`src/rtl/simd_sequencer.sv`:
```
// Instruction sequencer for an external SIMD ALU. It fetches 16-bit instructions,
// issues operands from a 16-entry register file, waits ALU_LATENCY cycles and writes back.
module simd_sequencer #(
    parameter int OPCODE_WIDTH = 4,
    parameter int DATA_WIDTH   = 32,
    parameter int PC_WIDTH     = 8,
    parameter int ALU_LATENCY  = 1
) (
    input  logic                    clk,
    input  logic                    rst,
    input  logic                    start,
    output logic [PC_WIDTH-1:0]     imem_addr,
    input  logic [15:0]             imem_data,
    input  logic                    host_we,
    input  logic [3:0]              host_waddr,
    input  logic [DATA_WIDTH-1:0]   host_wdata,
    input  logic [3:0]              host_raddr,
    output logic [DATA_WIDTH-1:0]   host_rdata,
    output logic [DATA_WIDTH-1:0]   alu_a,
    output logic [DATA_WIDTH-1:0]   alu_b,
    output logic [OPCODE_WIDTH-1:0] opcode_out,
    input  logic [DATA_WIDTH-1:0]   alu_result,
    output logic                    busy,
    output logic                    done,
    output logic                    err
);

    typedef enum logic [2:0] {
        IDLE   = 3'd0,
        FETCH  = 3'd1,
        DECODE = 3'd2,
        EXEC   = 3'd3,
        WB     = 3'd4,
        HALT   = 3'd5
    } state_t;

    localparam logic [3:0] OP_NOOP          = 4'd0;
    localparam logic [3:0] OP_STORE_TEMP_S1 = 4'd5;
    localparam logic [3:0] OP_STORE_TEMP_S2 = 4'd6;
    localparam logic [3:0] OP_STORE_RESULT  = 4'd7;
    localparam logic [3:0] OP_STOP          = 4'd8;
    localparam logic [3:0] LAT              = 4'(ALU_LATENCY);

    state_t                  state_reg, state_next;
    logic [PC_WIDTH-1:0]     pc_reg, pc_next;
    logic [DATA_WIDTH-1:0]   alu_a_reg, alu_a_next;
    logic [DATA_WIDTH-1:0]   alu_b_reg, alu_b_next;
    logic [OPCODE_WIDTH-1:0] opcode_out_reg, opcode_out_next;
    logic [3:0]              op_reg, op_next;
    logic [3:0]              rd_reg, rd_next;
    logic [3:0]              cnt_reg, cnt_next;
    logic                    done_reg, done_next;
    logic                    err_reg, err_next;

    logic [DATA_WIDTH-1:0]   rf [16];
    logic [15:0]             rf_we;
    logic [DATA_WIDTH-1:0]   rf_wdata;
    logic                    wb_we;
    logic                    host_ok;

    logic [3:0] dec_op, dec_ra, dec_rb, dec_rd;
    logic       dec_alu_class;

    assign dec_op        = imem_data[15:12];
    assign dec_ra        = imem_data[11:8];
    assign dec_rb        = imem_data[7:4];
    assign dec_rd        = imem_data[3:0];
    assign dec_alu_class = (dec_op != OP_NOOP) && (dec_op <= OP_STORE_RESULT);

    assign busy = (state_reg == FETCH) || (state_reg == DECODE) ||
                  (state_reg == EXEC)  || (state_reg == WB);

    // Opcode is kept internally because opcode_out is already zero during WB.
    assign wb_we   = (state_reg == WB) && (op_reg != OP_STORE_TEMP_S1) &&
                     (op_reg != OP_STORE_TEMP_S2);
    assign host_ok = host_we && !busy;
    assign rf_wdata = wb_we ? alu_result : host_wdata;

    for (genvar gi = 0; gi < 16; gi++) begin : g_rf_we
        assign rf_we[gi] = (wb_we   && (rd_reg     == 4'(gi))) ||
                           (host_ok && (host_waddr == 4'(gi)));
    end

    always_comb begin
        state_next      = state_reg;
        pc_next         = pc_reg;
        alu_a_next      = alu_a_reg;
        alu_b_next      = alu_b_reg;
        opcode_out_next = opcode_out_reg;
        op_next         = op_reg;
        rd_next         = rd_reg;
        cnt_next        = cnt_reg;
        done_next       = done_reg;
        err_next        = err_reg;

        case (state_reg)
            IDLE, HALT: begin
                opcode_out_next = '0;
                if (start) begin
                    pc_next    = '0;
                    done_next  = 1'b0;
                    err_next   = 1'b0;
                    state_next = FETCH;
                end
            end
            FETCH: begin
                state_next = DECODE;
            end
            DECODE: begin
                alu_a_next = rf[dec_ra];
                alu_b_next = rf[dec_rb];
                op_next    = dec_op;
                rd_next    = dec_rd;
                if (dec_alu_class) begin
                    opcode_out_next = OPCODE_WIDTH'(dec_op);
                    cnt_next        = LAT;
                    state_next      = EXEC;
                end else if (dec_op == OP_STOP) begin
                    // STOP is visible on opcode_out for the first HALT cycle only.
                    opcode_out_next = OPCODE_WIDTH'(OP_STOP);
                    done_next       = 1'b1;
                    state_next      = HALT;
                end else begin
                    opcode_out_next = '0;
                    pc_next         = pc_reg + 1'b1;
                    state_next      = FETCH;
                    if (dec_op > OP_STOP) begin
                        err_next = 1'b1;
                    end
                end
            end
            EXEC: begin
                cnt_next = cnt_reg - 1'b1;
                if (cnt_reg <= 4'd1) begin
                    cnt_next        = '0;
                    opcode_out_next = '0;
                    state_next      = WB;
                end
            end
            WB: begin
                pc_next    = pc_reg + 1'b1;
                state_next = FETCH;
            end
            default: begin
                state_next = IDLE;
            end
        endcase
    end

    always_ff @(posedge clk) begin
        if (rst) begin
            state_reg      <= IDLE;
            pc_reg         <= '0;
            alu_a_reg      <= '0;
            alu_b_reg      <= '0;
            opcode_out_reg <= '0;
            op_reg         <= '0;
            rd_reg         <= '0;
            cnt_reg        <= '0;
            done_reg       <= 1'b0;
            err_reg        <= 1'b0;
            for (int i = 0; i < 16; i++) begin
                rf[i] <= '0;
            end
        end else begin
            state_reg      <= state_next;
            pc_reg         <= pc_next;
            alu_a_reg      <= alu_a_next;
            alu_b_reg      <= alu_b_next;
            opcode_out_reg <= opcode_out_next;
            op_reg         <= op_next;
            rd_reg         <= rd_next;
            cnt_reg        <= cnt_next;
            done_reg       <= done_next;
            err_reg        <= err_next;
            for (int i = 0; i < 16; i++) begin
                if (rf_we[i]) begin
                    rf[i] <= rf_wdata;
                end
            end
        end
    end

    assign imem_addr  = pc_reg;
    assign alu_a      = alu_a_reg;
    assign alu_b      = alu_b_reg;
    assign opcode_out = opcode_out_reg;
    assign done       = done_reg;
    assign err        = err_reg;
    assign host_rdata = rf[host_raddr];

endmodule

```
`config.mk`:
```
export PLATFORM = sky130hd
export DESIGN_NAME = simd_sequencer
export DESIGN_NICKNAME = d
export VERILOG_FILES = /design/src/rtl/simd_sequencer.sv
export SDC_FILE = /design/constraint.sdc
export NUM_CORES = 1
export LEC_CHECK = 0
export ABC_CLOCK_PERIOD_IN_PS = 5450
export BUFFER_PORTS_ARGS = -buffer_cell sky130_fd_sc_hd__buf_2
export CAP_MARGIN = 15
export CORE_UTILIZATION = 62
export CTS_CLUSTER_SIZE = 14
export DETAILED_ROUTE_END_ITERATION = 12
export GPL_ROUTABILITY_DRIVEN = 0
export PLACE_DENSITY = 0.81
export REMOVE_ABC_BUFFERS = 1
export SLEW_MARGIN = 10
export SYNTH_ARGS = -nofsm -noshare
export SYNTH_HDL_FRONTEND = slang
export SYNTH_SLANG_ARGS = --single-unit
```
`constraint.sdc`:
```
create_clock -name clk -period 5.45 [get_ports clk]
set_clock_uncertainty 0.1 [all_clocks]
set_input_delay 0.545 -clock clk [delete_from_list [all_inputs] [get_ports clk]]
set_output_delay 0.545 -clock clk [all_outputs]
set_load 0.03 [all_outputs]
```
# After elaboration in Yosys (flattened, before gate mapping)
# Memories as Yosys holds them, arrays and structs flattened. A register that Yosys moved wholly into a read port is not among the register bits.
# Index checks and enable logic that the tools add are counted.
# W data, S select, Z words.
[word_totals] ff_bits=29 ram_bits=512 output_inout_bits=111 word_cells=237 n_memories=1
[op_classes] add_sub_neg=2 order_cmp=3 n_eq_ne=45 mux=91 bitwise=16 reduce_logical=71
[mem_list] name="rf" depth=16 width=32 rd=3 rd_clocked_by_memory_dff=2 wr=16 line="55" text="logic [DATA_WIDTH-1:0] rf [16];"
[op_table] operator="$mux W32" n=17
[op_table] operator="$eq A4 B4 Y1 const B" n=17
[op_table] operator="$mux W1" n=56
[op_table] operator="$logic_and A1 B1 Y1" n=36
[op_table] operator="$eq A4 B3 Y1 const B" n=8
[op_table] operator="$mux W8" n=3
[op_table] operator="$pmux W8 S3" n=1
[op_table] operator="$mux W4" n=5
[op_table] operator="$logic_or A1 B1 Y1" n=19
[op_table] operator="$eq A4 B2 Y1 const B" n=4
[op_table] operator="$or A1 B1 Y1" n=16
[op_table] operator="$pmux W3 S5" n=1
[op_table] operator="$mux W3" n=4
[op_table] operator="$pmux W4 S3" n=1
[op_table] operator="$add A8 B1 Y8 const B" n=1
[op_table] operator="$eq A4 B1 Y1 const B" n=2
[op_table] operator="$logic_not A4 Y1" n=2
[op_table] operator="$ne A2 B2 Y1 const B" n=4
[op_table] operator="$ne A4 B3 Y1 const B" n=2
[op_table] operator="$pmux W4 S2" n=1
[op_table] operator="$reduce_and A4 Y1" n=2
[op_table] operator="$eq A3 B2 Y1 const B" n=2
[op_table] operator="$eq A3 B3 Y1 const B" n=2
[op_table] operator="$ne A2 B1 Y1 const B" n=3
[op_table] operator="other kinds (14)" n=19

# Longest topological paths before layout
[logic_depth] depth_word=12 mapped_depth=8 depth_no_buf=6

# Least setup slack after synthesis
# Ideal clock, no wire load.
[synth_timing] path_type="in2reg" startpoint="input port host_waddr[0]" endpoint="memory rf[11][0], enable pin" arrival_ps=3518 slack_ps=1363 cell_stages=3 n_path_buf=1 path_cell_list="clkbuf_1 -> o211ai_1 -> o31ai_1"
[synth_lines] element="from (decl)" line="15" text="input logic [3:0] host_waddr,"
[synth_lines] element="to (decl)" line="55"

==> results.tsv <==
metric	value	unit
ys_warn_count	0	
clock_path_buffers	3	
path_buf_inv	0	
final_cell_mix	edfxtp_1, mux4_2, nor3_1, buf_2	
r2r_slack	1240	ps
holdCritStartpoint	imem_data[0]	
crit_family	compound AO/OA/AOI/OAI gates	
syn_inst	2126	
rows	84	
hold_ws	95.9	ps
reg2reg_depth	4	
grt_pass1_vias	23800	
io_buffers	202	
cpPeakStageDelay	1100	ps
clk_latency	640	ps
critPathKind	flip-flop to flip-flop	
cts-buffers-inserted	61	
area_growth	10.3	%
cp.arrival	4220	ps
synth-edff-count	512	
finalHoldViolCount	0	
slew-limit-headroom	13.1	%
finalPower	11.5	mW
clk_pin_slew	60	ps
die_h	232	µm
grt_first_pass_wirelength	149000	µm
antenna_found_initial	1	
finalSetupViolCount	0	
required	5460	ps
grt_overflow	0	
nets	2286	
syn_area	32900	µm²
period_share	77.3	%
hpwl	56700	µm
synth_flop_cell	edfxtp_1	
antennaDiodeCount	0	
yosys.area.top_type	edfxtp_1	
final_cells	2930	
fin_setup_tns	0	ps
tightest_slew	1300	ps
post_cts_resized	0	
power_density	318	nW/µm²
hold_depth	3	
die_x	232	µm
hold_path_end	rd_reg[0]$_SDFFE_PP0P_	
root_buffer	clkbuf_16	
largest_register_ffs	512	
avgSynthCellArea	15.5	µm²
drc	0	
end_kind	flip-flop	
final_core_util	69.2	%
drv_cap	0	
ys_ff_latch	605	
final_common_cell	edfxtp_1	
max_freq	237	MHz
path_cells	nor3_2, o211ai_1, o2bb2a_2, nand2_2	
die_area	54000	µm²
cp_num_cells	4	
ir_worst_vdd	0.000295	V
netlist-cell-type-count	66	
coreArea	52400	µm²
grtUsageTotal	38.6	%
htreeDepth	2	
crit_slowest_cell	o2bb2a_2	
worstReg2RegEnd	rf[7][31]$_SDFFCE_PN0P_	
cp_max_fo	33	
dr.pass1.iters	6	
status	finished clean	
drive_above_1_share	35.5	%
wl	103000	µm
start_kind	flip-flop	
leakagePower	12.5	nW
cts_tree	yes	
ios	203	
min_period	4210	ps
placed_cells	2812	
cts-hold-fix-buffers	0	
postCtsSetupRepairBufs	0	
numClockSinks	605	
first_iter_violations	3962	
initial_core_util	62.7	%
synth_top_area_share	46.7	%
rsz0062_at_grt	false	
hold_path.class	input pin to flip-flop	
synthTopCellsByArea	edfxtp_1, mux4_2, dfxtp_1	
ys_seq_area_share	52.4	%
slew_viol_final	0	
ant_nets	0	
grt_max_degree	176	
vias	23600	
r2r-start	state_reg[2]$_SDFFE_PP0P_	
wl_per_cell	35.0	µm
vias_per_cell	8.05	
async_reset_ff_share	0	%
==> cell families (layout without fill, tap and decap cells) <==
logic type / after synthesis / in the layout / synth area share (%)
compound gates: 211 / 211 / 4.83
xor+xnor: 3 / 3 / 0.0799
fa+ha+maj: 3 / 3 / 0.114
buf+inv: 260 / 376 / 3.31
flops: 605 / 605 / 52.4
mux: 512 / 512 / 31.4
simple gates: 532 / 532 / 7.88
==> final cells by class <==
class	instances	area [µm²]
flip-flops and latches	605	17200
fillers	3285	16200
multi-input cells	1261	14700
clock buffers	88	1750
repair buffers	252	1540
well taps	688	861
clock inverters	26	188
inverters	10	37.5
==> where the power goes <==
part / internal [mW] / switching (mW) / total [mW] / leakage, nW
sequential: 5.33 / 0.228 / 5.56 / 6.03
clock: 2.31 / 1.81 / 4.13 / 0.945
combinational: 0.748 / 1.10 / 1.85 / 5.57
==> worst max-delay path by stage <==
| stage | from | end | slack (ps) |
|---|---|---|---|
| after global placement | state_reg[0]$_SDFFE_PP0P_ | rf[9][27]$_SDFFCE_PN0P_ | 1310 |
| final | state_reg[2]$_SDFFE_PP0P_ | rf[7][31]$_SDFFCE_PN0P_ | 1240 |
| after CTS | state_reg[2]$_SDFFE_PP0P_ | rf[7][0]$_SDFFCE_PN0P_ | 1390 |
| after detailed placement | op_reg[3]$_SDFFE_PP0P_ | rf[3][5]$_SDFFCE_PN0P_ | 1420 |
| after floorplan | op_reg[3]$_SDFFE_PP0P_ | rf[3][0]$_SDFFCE_PN0P_ | 450 |
| after global routing | state_reg[2]$_SDFFE_PP0P_ | rf[7][0]$_SDFFCE_PN0P_ | 1140 |
==> layer usage <==
metal / global-route usage (%) / up-vias / part of all wire, %
met3: 12.2 / 479 / 16
met5: 0 / - / 0.0097
met2: 59.0 / 2481 / 47
met4: 19.5 / 2 / 5.7
li1: - / 9025 / -
met1: 50.0 / 11600 / 32
==> stage by stage <==
step                      cell area [µm²]  worst slack (ps)
final                               36300              1240
after global routing                36300              1140
after CTS                           36200              1390
after detailed placement            34300              1420
after global placement              34300              1310
after floorplan                     31900               445
==> worst register-to-register path: cells and delay by family (launching register included) <==
kind	cells	cell delay [ps]
compound gates	2	1720
simple gates	2	1120
flops	1	730
==> synth_stat cells, types with 4 or more instances <==
cell,instances
buf_1,26
mux4_2,416
a311o_1,4
o32a_1,4
nand2_1,107
o31ai_1,4
mux2i_1,96
nor2_1,47
nor3_1,331
inv_1,10
dfxtp_1,93
a311oi_1,4
o21a_1,4
nand2b_1,7
nor2b_1,6
o31a_1,4
clkbuf_1,142
nand3_1,7
buf_2,79
o211ai_1,68
o21ai_0,4
a22oi_1,64
o22a_1,4
edfxtp_1,512
a21oi_1,17
Power figures use the tool's default switching activity.
